$ cat src/rtl/dmem_arb_pkg.sv
//==============================================================================
// Module   : dmem_arb_pkg
// Desc     : Shared types and width constants for the data-memory arbiter.
// Revision : 1.0 - initial release
//==============================================================================
`default_nettype none

package dmem_arb_pkg;

  // Read-latency countdown width (RD_LATENCY is limited to 0..7)
  localparam int LAT_W = 3;

  // Starvation counter width (STARVE_LIMIT is limited to 1..255)
  localparam int STARVE_W = 8;

  // Debug-read sequencing states
  typedef enum logic [1:0] {
    IDLE = 2'd0,
    PEND = 2'd1,
    WAIT = 2'd2,
    DONE = 2'd3
  } arb_state_e;

endpackage

`default_nettype wire

$ cat src/rtl/dmem_arbiter_if.sv
//==============================================================================
// Module   : dmem_arbiter_if
// Desc     : Bundles the core, debug and memory buses around the arbiter.
//            'slave' is the arbiter's view, 'master' is the environment's.
// Revision : 1.0 - initial release
//==============================================================================
`default_nettype none

interface dmem_arbiter_if #(
  parameter int ADDR_WIDTH = 32,
  parameter int DATA_WIDTH = 32
);

  // Core memory-stage side
  logic [ADDR_WIDTH-1:0] core_addr;
  logic [DATA_WIDTH-1:0] core_wdata;
  logic                  core_rd;
  logic                  core_wr;
  logic [DATA_WIDTH-1:0] core_rdata;
  logic                  core_stall;

  // Debug / LCD read side
  logic                  dbg_req;
  logic [ADDR_WIDTH-1:0] dbg_addr;
  logic                  dbg_ack;
  logic [DATA_WIDTH-1:0] dbg_rdata;
  logic                  dbg_valid;

  // Data-memory side
  logic [ADDR_WIDTH-1:0] mem_addr;
  logic [DATA_WIDTH-1:0] mem_wdata;
  logic                  mem_rd_en;
  logic                  mem_wr_en;
  logic [DATA_WIDTH-1:0] mem_rdata;

  modport slave (
    input  core_addr, core_wdata, core_rd, core_wr,
    input  dbg_req, dbg_addr,
    input  mem_rdata,
    output core_rdata, core_stall,
    output dbg_ack, dbg_rdata, dbg_valid,
    output mem_addr, mem_wdata, mem_rd_en, mem_wr_en
  );

  modport master (
    output core_addr, core_wdata, core_rd, core_wr,
    output dbg_req, dbg_addr,
    output mem_rdata,
    input  core_rdata, core_stall,
    input  dbg_ack, dbg_rdata, dbg_valid,
    input  mem_addr, mem_wdata, mem_rd_en, mem_wr_en
  );

endinterface

`default_nettype wire

$ cat src/rtl/dmem_arb_starve_ctr.sv
//==============================================================================
// Module   : dmem_arb_starve_ctr
// Desc     : Counts cycles a pending debug read has been blocked by the core.
//            Saturates at 'limit'; at_limit flags that the core must yield.
// Revision : 1.0 - initial release
//==============================================================================
`default_nettype none

module dmem_arb_starve_ctr
  import dmem_arb_pkg::*;
(
  input  logic                clk,
  input  logic                rst,
  input  logic                clear,
  input  logic                inc,
  input  logic [STARVE_W-1:0] limit,
  output logic                at_limit
);

  logic [STARVE_W-1:0] cnt;

  // Clear has priority; increments stop once the limit is reached
  always_ff @(posedge clk or negedge rst) begin
    if (!rst) begin
      cnt <= '0;
    end else if (clear) begin
      cnt <= '0;
    end else if (inc && (cnt != limit)) begin
      cnt <= cnt + 1'b1;
    end
  end

  assign at_limit = (cnt == limit);

endmodule

`default_nettype wire

$ cat src/rtl/dmem_arbiter.sv
//==============================================================================
// Module   : dmem_arbiter
// Desc     : Shares one data-memory port between the core memory stage (high
//            priority) and a single-outstanding debug/LCD read port. Debug
//            reads slip into idle memory cycles; after STARVE_LIMIT blocked
//            cycles the core is stalled for exactly one cycle.
// Options  : DMEM_ARB_STATS_EN adds saturating stat_dbg_reads and
//            stat_stall_cycles counters.
// Revision : 1.0 - initial release
//==============================================================================
`default_nettype none

module dmem_arbiter
  import dmem_arb_pkg::*;
#(
  parameter int ADDR_WIDTH   = 32,
  parameter int DATA_WIDTH   = 32,
  parameter int RD_LATENCY   = 1,
  parameter int STARVE_LIMIT = 8
) (
  input  logic               clk,
  input  logic               rst,
  dmem_arbiter_if.slave      bus
`ifdef DMEM_ARB_STATS_EN
  ,
  output logic [15:0]        stat_dbg_reads,
  output logic [15:0]        stat_stall_cycles
`endif
);

  localparam logic [LAT_W-1:0]    c_rd_latency   = LAT_W'(RD_LATENCY);
  localparam logic [STARVE_W-1:0] c_starve_limit = STARVE_W'(STARVE_LIMIT);

  arb_state_e            state;
  arb_state_e            state_nxt;
  logic [ADDR_WIDTH-1:0] addr_q;
  logic [LAT_W-1:0]      lat_cnt;
  logic [LAT_W-1:0]      lat_cnt_nxt;
  logic [DATA_WIDTH-1:0] rdata_q;
  logic                  core_act;
  logic                  at_limit;
  logic                  issue;
  logic                  capture;
  logic                  accept;
  logic                  stall;

  assign core_act = bus.core_rd | bus.core_wr;
  assign issue    = (state == PEND) && (!core_act || at_limit);
  assign accept   = (state == IDLE) && bus.dbg_req;

  dmem_arb_starve_ctr u_starve (
    .clk      (clk),
    .rst      (rst),
    .clear    (accept),
    .inc      ((state == PEND) && !issue),
    .limit    (c_starve_limit),
    .at_limit (at_limit)
  );

  // State, latency countdown and latched debug address
  always_ff @(posedge clk or negedge rst) begin
    if (!rst) begin
      state   <= IDLE;
      lat_cnt <= '0;
      addr_q  <= '0;
    end else begin
      state   <= state_nxt;
      lat_cnt <= lat_cnt_nxt;
      if (accept) begin
        addr_q <= bus.dbg_addr;
      end
    end
  end

  // Debug read data holds until the next capture; reset discards it
  always_ff @(posedge clk or negedge rst) begin
    if (!rst) begin
      rdata_q <= '0;
    end else if (capture) begin
      rdata_q <= bus.mem_rdata;
    end
  end

  // Next-state and memory-port steering; core owns the port unless issuing
  always_comb begin
    state_nxt     = state;
    lat_cnt_nxt   = lat_cnt;
    capture       = 1'b0;
    stall         = 1'b0;
    bus.mem_addr  = bus.core_addr;
    bus.mem_wdata = bus.core_wdata;
    bus.mem_rd_en = bus.core_rd;
    bus.mem_wr_en = bus.core_wr;
    case (state)
      IDLE: begin
        if (bus.dbg_req) begin
          state_nxt = PEND;
        end
      end
      PEND: begin
        if (issue) begin
          bus.mem_addr  = addr_q;
          bus.mem_rd_en = 1'b1;
          bus.mem_wr_en = 1'b0;
          stall         = core_act;
          if (c_rd_latency == '0) begin
            capture   = 1'b1;
            state_nxt = DONE;
          end else begin
            lat_cnt_nxt = c_rd_latency;
            state_nxt   = WAIT;
          end
        end
      end
      WAIT: begin
        lat_cnt_nxt = lat_cnt - 1'b1;
        // A zero count cannot occur here; treat it as the last cycle anyway
        if (lat_cnt <= LAT_W'(1)) begin
          capture   = 1'b1;
          state_nxt = DONE;
        end
      end
      DONE: begin
        state_nxt = IDLE;
      end
      default: begin
        state_nxt = IDLE;
      end
    endcase
  end

  assign bus.core_rdata = bus.mem_rdata;
  assign bus.core_stall = stall;
  // Acknowledge is combinational, so it is masked while reset is held
  assign bus.dbg_ack    = accept & rst;
  assign bus.dbg_valid  = (state == DONE);
  assign bus.dbg_rdata  = rdata_q;

`ifdef DMEM_ARB_STATS_EN
  // Saturating counters of issued debug reads and core stall cycles
  always_ff @(posedge clk or negedge rst) begin
    if (!rst) begin
      stat_dbg_reads    <= '0;
      stat_stall_cycles <= '0;
    end else begin
      if (issue && (stat_dbg_reads != 16'hFFFF)) begin
        stat_dbg_reads <= stat_dbg_reads + 16'd1;
      end
      if (stall && (stat_stall_cycles != 16'hFFFF)) begin
        stat_stall_cycles <= stat_stall_cycles + 16'd1;
      end
    end
  end
`endif

endmodule

`default_nettype wire

$ cat src/flat_wrapper.sv
// flat-port wrapper written by rule: the top's interface ports become plain ports
module dmem_arbiter_flat import dmem_arb_pkg::*;
#(
  parameter int ADDR_WIDTH   = 32,
  parameter int DATA_WIDTH   = 32,
  parameter int RD_LATENCY   = 1,
  parameter int STARVE_LIMIT = 8
)
  (clk, rst, bus_core_addr, bus_core_wdata, bus_core_rd, bus_core_wr, bus_dbg_req, bus_dbg_addr, bus_mem_rdata, bus_core_rdata, bus_core_stall, bus_dbg_ack, bus_dbg_rdata, bus_dbg_valid, bus_mem_addr, bus_mem_wdata, bus_mem_rd_en, bus_mem_wr_en);
  dmem_arbiter_if #(.ADDR_WIDTH(ADDR_WIDTH), .DATA_WIDTH(DATA_WIDTH)) bus_i ();
  input  logic clk;
  input  logic rst;
  input wire logic [$bits(bus_i.core_addr)-1:0] bus_core_addr;
  input wire logic [$bits(bus_i.core_wdata)-1:0] bus_core_wdata;
  input wire logic [$bits(bus_i.core_rd)-1:0] bus_core_rd;
  input wire logic [$bits(bus_i.core_wr)-1:0] bus_core_wr;
  input wire logic [$bits(bus_i.dbg_req)-1:0] bus_dbg_req;
  input wire logic [$bits(bus_i.dbg_addr)-1:0] bus_dbg_addr;
  input wire logic [$bits(bus_i.mem_rdata)-1:0] bus_mem_rdata;
  output wire logic [$bits(bus_i.core_rdata)-1:0] bus_core_rdata;
  output wire logic [$bits(bus_i.core_stall)-1:0] bus_core_stall;
  output wire logic [$bits(bus_i.dbg_ack)-1:0] bus_dbg_ack;
  output wire logic [$bits(bus_i.dbg_rdata)-1:0] bus_dbg_rdata;
  output wire logic [$bits(bus_i.dbg_valid)-1:0] bus_dbg_valid;
  output wire logic [$bits(bus_i.mem_addr)-1:0] bus_mem_addr;
  output wire logic [$bits(bus_i.mem_wdata)-1:0] bus_mem_wdata;
  output wire logic [$bits(bus_i.mem_rd_en)-1:0] bus_mem_rd_en;
  output wire logic [$bits(bus_i.mem_wr_en)-1:0] bus_mem_wr_en;
  assign bus_i.core_addr = bus_core_addr;
  assign bus_i.core_wdata = bus_core_wdata;
  assign bus_i.core_rd = bus_core_rd;
  assign bus_i.core_wr = bus_core_wr;
  assign bus_i.dbg_req = bus_dbg_req;
  assign bus_i.dbg_addr = bus_dbg_addr;
  assign bus_i.mem_rdata = bus_mem_rdata;
  assign bus_core_rdata = bus_i.core_rdata;
  assign bus_core_stall = bus_i.core_stall;
  assign bus_dbg_ack = bus_i.dbg_ack;
  assign bus_dbg_rdata = bus_i.dbg_rdata;
  assign bus_dbg_valid = bus_i.dbg_valid;
  assign bus_mem_addr = bus_i.mem_addr;
  assign bus_mem_wdata = bus_i.mem_wdata;
  assign bus_mem_rd_en = bus_i.mem_rd_en;
  assign bus_mem_wr_en = bus_i.mem_wr_en;
  dmem_arbiter #(.ADDR_WIDTH(ADDR_WIDTH), .DATA_WIDTH(DATA_WIDTH), .RD_LATENCY(RD_LATENCY), .STARVE_LIMIT(STARVE_LIMIT)) u_core (.clk(clk), .rst(rst), .bus(bus_i));
endmodule
$ cat config.mk
export PLATFORM = sky130hd
export DESIGN_NAME = dmem_arbiter_flat
export DESIGN_NICKNAME = d
export VERILOG_FILES = /design/src/rtl/dmem_arb_pkg.sv /design/src/rtl/dmem_arbiter_if.sv /design/src/rtl/dmem_arb_starve_ctr.sv /design/src/rtl/dmem_arbiter.sv /design/src/flat_wrapper.sv
export SDC_FILE = /design/constraint.sdc
export NUM_CORES = 1
export LEC_CHECK = 0
export CORE_MARGIN = 4
export CORE_UTILIZATION = 41
export CTS_BUF_LIST = sky130_fd_sc_hd__clkbuf_8
export DETAILED_ROUTE_END_ITERATION = 10
export HOLD_SLACK_MARGIN = 0.1
export MAX_ROUTING_LAYER = met4
export PLACE_DENSITY_LB_ADDON = 0.08
export SYNTH_ARGS = -nofsm -noshare
export SYNTH_HDL_FRONTEND = slang
export SYNTH_HIERARCHICAL = 1
export SYNTH_SLANG_ARGS = --single-unit
$ cat constraint.sdc
create_clock -name clk -period 3.7 [get_ports clk]
set_clock_uncertainty 0.2 [all_clocks]
set_input_delay 0.37 -clock clk [delete_from_list [all_inputs] [get_ports clk]]
set_output_delay 0.37 -clock clk [all_outputs]
set_load 0.005 [all_outputs]
* Word level (Yosys, flattened, before mapping)
Index checks and enable logic that the tools add are counted.
** Operators by class
- Equality and inequality tests :: 8
- Multiplexer cells :: 18
- Reductions and logical operators :: 12
- $lt $le $gt $ge :: 1
- Add/sub/neg operators :: 2
- Bitwise gates (word level) :: 2
** Operator list (count)
- 32-bit two-way mux :: 2
- 8-bit two-way mux :: 2
- 8-bit by 1-bit adder with 8-bit output, second input constant :: 1
- 8-bit by 4-bit == test with 1-bit output, second input constant :: 1
- 1-bit two-way mux :: 8
- 8-bit by 4-bit != test with 1-bit output, second input constant :: 1
- 2-bit one-hot mux with 4 select lines :: 1
- 2-bit two-way mux :: 3
- 3-bit one-hot mux with 2 select lines :: 1
- 2-bit == test, second input constant :: 2
- 1-bit logical AND :: 4
- 2-bit by 1-bit != test with 1-bit output, second input constant :: 2
- 2-bit nonzero test :: 2
- 3-bit by 1-bit less-or-equal comparator with 1-bit output, second input constant :: 1
- 3-bit two-way mux :: 1
- 3-bit AND reduction :: 1
- 3-bit by 1-bit subtractor with 3-bit output, second input constant :: 1
- 2-bit by 1-bit == test with 1-bit output, second input constant :: 1
- 1-bit zero test :: 2
- 2-bit zero test :: 1
- 2-bit != test, second input constant :: 1
- 2-bit AND reduction :: 1
- 1-bit AND :: 1
- 1-bit logical OR :: 1
- 1-bit OR :: 1
** Word-level totals
- Output and inout port bits :: 133
- Bits of input ports :: 133
- Flip-flop bits (word level) :: 77
- Logic and storage cells :: 48

* Longest topological paths before layout
- Word-level depth :: 9
- Depth in mapped cells :: 12
- Depth with buffers taken out :: 11

* Modules after synthesis
The synthesis kept the hierarchy.
** Modules (own cells, without submodules)
- dmem_arbiter :: times used 1, area each 3777.4 µm², sequential area each 1726.7 µm², cells each 282
- dmem_arb_starve_ctr :: times used 1, area each 548.0 µm², sequential area each 200.2 µm², cells each 55

* Worst setup path after synthesis
Ideal clock, no wire load.
- Kind :: register to register
- Start :: register u_core.u_starve.cnt[3]
- End :: register u_core.u_starve.cnt[7]
- Buffers on the path :: 0
- Setup time :: 0.128 ns
- Required time :: 3.372 ns
- Setup slack :: 1.469 ns
- Clock period less this slack :: 2.231 ns
- Cell stages (with the launch flop) :: 10
- Arrival time :: 1.904 ns
- Cell sequence :: dfrtp_1 > xnor2_1 > nand4_4 > nor2_4 > o21ba_2 > nand2_1 > inv_1 > nand3_1 > nor4_1 > mux2_1
** Between the ends
- Word-level cells in the longest chain between the ends :: 7
- Elaborated cells on any way between the ends :: 11
- Those cells by class :: add/sub: 1; eq/ne: 2; mux: 2; reduce/logical: 6
** RTL lines
- start, declared :: line dmem_arb_starve_ctr.sv:20 : logic [STARVE_W-1:0] cnt;
- start signal, assigned :: line dmem_arb_starve_ctr.sv:29 : cnt <= cnt + 1'b1;
- 8-bit by 4-bit == test with 1-bit output :: line dmem_arb_starve_ctr.sv:33 : assign at_limit = (cnt == limit);
- via u_core.at_limit :: line dmem_arbiter.sv:41 : logic at_limit;
- 1-bit logical OR :: line dmem_arbiter.sv:48 : assign issue = (state == PEND) && (!core_act || at_limit);
- 1-bit logical AND :: line dmem_arbiter.sv:48
- 1-bit zero test :: line dmem_arbiter.sv:55 : .inc ((state == PEND) && !issue),
- 1-bit logical AND :: line dmem_arbiter.sv:55
- 1-bit logical AND :: line dmem_arb_starve_ctr.sv:28 : end else if (inc && (cnt != limit)) begin
- 2-bit nonzero test (no source line)
The timed path passes the listed nets, and every way through them passes these cells. The select of a mux whose other input is x is not followed.
A chain may end at the register's enable or synchronous reset.

* Final worst setup path
- Start :: register u_core.u_starve.cnt[6]
- End :: output bus_mem_addr[25]
** Between the ends
- Word-level cells in the longest chain between the ends :: 5
** RTL lines
- 8-bit by 4-bit == test with 1-bit output :: line dmem_arb_starve_ctr.sv:33
- via u_core.at_limit :: line dmem_arbiter.sv:41
- 1-bit logical OR :: line dmem_arbiter.sv:48
- 1-bit logical AND :: line dmem_arbiter.sv:48
- 32-bit two-way mux :: line dmem_arbiter.sv:101 : if (issue) begin
- 32-bit two-way mux :: line dmem_arbiter.sv:94 : case (state)
- end, declared :: line flat_wrapper.sv:25 : output wire logic [$bits(bus_i.mem_addr)-1:0] bus_mem_addr;
The timed path passes the listed nets, and every way through them passes these cells.

==> out/qor.csv <==
stage;metric;value;unit
timing;setup-violations-final;0;
power_and_ir_drop;max-vdd-ir-drop;0.324;mV
timing;hold_ws;0.0779;ns
drt;drt_drc_violations_left;0;
floorplanning;core-area;10300;um^2
floorplanning;pin_count;266;
clocking;root_buffer;clkbuf_8;
power_and_ir_drop;p_per_area;639;nW/um^2
clocking;ctsResizeCount;0;
cells_and_area;multi_input_area;1830;um^2
synthesis;yosysWarnings;6;
grt;grt_pass1_wl;16.6;mm
worst_setup_path;r2r_slack;1.11;ns
clocking;cts.sink_count;77;
synthesis;synth_edf_count;0;
drt;drt_first_pass_iters;4;
worst_setup_path;cp.required;3.13;ns
synthesis;syn_inst;337;
grt;grt_max_degree;78;
grt;grt_pass1_vias;3212;
floorplanning;dieArea;12300;um^2
drt;num_vias;2917;
worst_setup_path;r2r_start;u_core/u_starve/cnt[2]$_DFFE_PN0P_;
synthesis;ys_seq_elements;77;
drt;drt-initial-drc-count;80;
timing;slew_viol_final;0;
drt;met1_length;4.26;mm
flow_run;maxCapViolCount;0;
placed_design;pre_cts_ws;0.772;ns
synthesis;ys_seq_area_share;44.5;%
timing;hold_viol;0;
cells_and_area;fillCellCount;895;
worst_setup_path;cp_slowest_cell;clkdlybuf4s50_1;
cells_and_area;seq_area;1930;um^2
cells_and_area;stdcell_count;625;
worst_setup_path;reg2reg_depth;9;
clocking;clkTransAtPathRegs;0.08;ns
synthesis;synth_top_area_share;44.5;%
clocking;cts_buffer_depth;2;
synthesis;ys_types;44;
synthesis;syn_area;4330;um^2
worst_setup_path;cp_max_fo;35;
clocking;numCtsBuffers;9;
grt;grt_antenna_before_repair;0;
min_path;min_path_type;in -> async;
worst_setup_path;worst_setup_path_end_kind;output pin;
floorplanning;die_h;111;um
timing;worst_pin_slew;0.944;ns
timing;period_share;86.0;%
clocking;cts_tree;yes;
clocking;clock_latency;0.34;ns
placed_design;dpl.cell_count;609;
synthesis;synth_top_area_cell;dfrtp_1;
worst_setup_path;critPathLaunchType;flip-flop;
floorplanning;die_w;111;um
grt;grt.overflow.total;0;
power_and_ir_drop;cellLeakagePower;2.68;nW
worst_setup_path;r2r_end;u_core/u_starve/cnt[7]$_DFFE_PN0P_;
worst_setup_path;crit_path_end;bus_mem_addr[25];
timing;post-route-min-period;3.18;ns
synthesis;yosysMostFrequentCell;dfrtp_1;
timing;rsz0062_at_grt;no;
clocking;htree_levels;3;
cells_and_area;nets;625;
placed_design;place.gp.congestion;0.783;
worst_setup_path;crit_arrival;2.61;ns
timing;slew_headroom;37.1;%
synthesis;synth.area.top_cells;dfrtp_1 45%, mux2_2 16%, buf_4 12%, mux2_4 10%, ha_1 2.3%;
floorplanning;rows;37;
worst_setup_path;startpoint;u_core/u_starve/cnt[6]$_DFFE_PN0P_;
drt;finalWirelength;10.6;mm
drt;vias_per_cell;4.67;
floorplanning;initial_core_util;42.1;%
placed_design;io_buffers;201;
grt;grt_util_all_layers;17.2;%
synthesis;ys.flop_type;dfrtp_1;
worst_setup_path;cpPeakStageDelay;0.45;ns
synthesis;async_flop_share;100;%
drt;dr_wl_met3;850;um
cells_and_area;final_util;60.2;%
clocking;post_cts_buffers;0;
drt;antenna_left;0;
worst_setup_path;path_class;reg -> out;
synthesis;synth_area_per_cell;12.8;um^2
worst_setup_path;crit_chain;xnor2_1, nand4_4, nor2_4, o21ai_4, buf_4, mux2_1, clkdlybuf4s50_1;
cells_and_area;drive_gt1_share;24.7;%
timing;timing.fmax;314;MHz
drt;wl_per_cell;16.9;um
synthesis;synth_common_cells;77 x dfrtp_1, 67 x buf_4, 62 x mux2_2;
clocking;holdBufCountCts;0;
cells_and_area;area_growth;43.0;%
cells_and_area;diodes;0;
drt;wl_met2;5.22;mm
placed_design;dpl.hpwl;8.19;mm
drt;top_layer_used;met4;
timing;finalWorstSetupSlack;0.517;ns
timing;tns;0;ns
outcome;status;finished clean;
==> area by class of cell <==
| type | instances | share of cell area [%] |
|---|---|---|
| sequential | 77 | 31.1 |
| clock inverter | 7 | 1.07 |
| multi-input combinational | 183 | 29.6 |
| tap | 136 | 2.75 |
| timing repair buffer | 205 | 33.0 |
| inverter | 8 | 0.485 |
| clock buffer | 9 | 2.00 |
==> worst min path at each step <==
stage | start | end | slack [ns] | cells after the start
after floorplan | rst | u_core/addr_q[0]$_DFFE_PN0N_ | -0.13 | 0
after global placement | u_core/addr_q[19]$_DFFE_PN0N_ | u_core/addr_q[19]$_DFFE_PN0N_ | 0.29 | 1
after detailed placement | u_core/bus.dbg_rdata[9]$_DFFE_PN0P_ | u_core/bus.dbg_rdata[9]$_DFFE_PN0P_ | 0.29 | 1
after CTS | rst | u_core/bus.dbg_rdata[1]$_DFFE_PN0P_ | 0.11 | 2
after global routing | rst | u_core/addr_q[2]$_DFFE_PN0N_ | 0.17 | 2
final | rst | u_core/addr_q[11]$_DFFE_PN0N_ | 0.08 | 2
==> cell usage in the layout, fill, tap and decap left out, drive strengths merged, types with 2 or more instances in the layout <==
| cell type | n |
|---|---|
| o21ba | 2 |
| clkinv | 4 |
| a21oi | 4 |
| dfrtp | 77 |
| o21ai | 7 |
| inv | 10 |
| buf | 5 |
| nor2 | 14 |
| nand2 | 6 |
| mux2 | 98 |
| nor2b | 2 |
| xor2 | 5 |
| clkbuf | 9 |
| ha | 8 |
| conb | 8 |
| nand4 | 4 |
| xnor2 | 8 |
| nand3 | 2 |
| clkdlybuf4s50 | 200 |
==> registers in the layout, indices dropped and copies added (netlist names) <==
register / cells
u_core/u_starve/cnt: 8
u_core/addr_q: 32
u_core/state: 2
u_core/bus.dbg_rdata: 32
u_core/lat_cnt: 3
==> logic make-up (layout without fill, tap and decap cells) <==
| kind of cell | count (synthesis) | count (layout) | synth area share, % |
|---|---|---|---|
| AOI/OAI and AO/OA | 20 | 20 | 3.33 |
| xor gates and xnor gates | 13 | 13 | 2.81 |
| adders and majority gates | 8 | 8 | 2.31 |
| buffers and inverters | 83 | 229 | 13.7 |
| DFF | 77 | 77 | 44.5 |
| muxes | 99 | 99 | 28.3 |
| other | 2 | 8 | 0.174 |
| and+or+nand+nor | 35 | 35 | 4.83 |
==> power breakdown <==
group	leakage [nW]	internal (W)	switching [W]
clock network	0.105	0.000309	0.000305
registers	0.920	0.00125	0.000252
logic	1.66	0.00123	0.000608
==> per-layer routing <==
layer	vias up	GRT usage [%]
met5	-	-
met4	0	6.08
met3	24	5.95
met2	152	28.4
met1	1371	19.4
li1	1370	-
==> worst max-delay path, delay by kind of cell, from the launching register on <==
family | cells | cell delay (ns)
AO/OA/AOI/OAI | 1 | 0.08
XOR/XNOR | 1 | 0.28
buffers and inverters | 2 | 0.72
flip-flops | 1 | 0.42
multiplexers | 1 | 0.36
AND/OR/NAND/NOR | 2 | 0.41
==> stage by stage <==
step / total power [W] / instance area (um^2)
after global placement: 0.00334 / 6000
after global routing: 0.00422 / 6190
after CTS: 0.00402 / 6190
after floorplan: 0.00257 / 4350
final: 0.00395 / 6190
after detailed placement: 0.00338 / 6000
(Power assumes the default switching activity.)
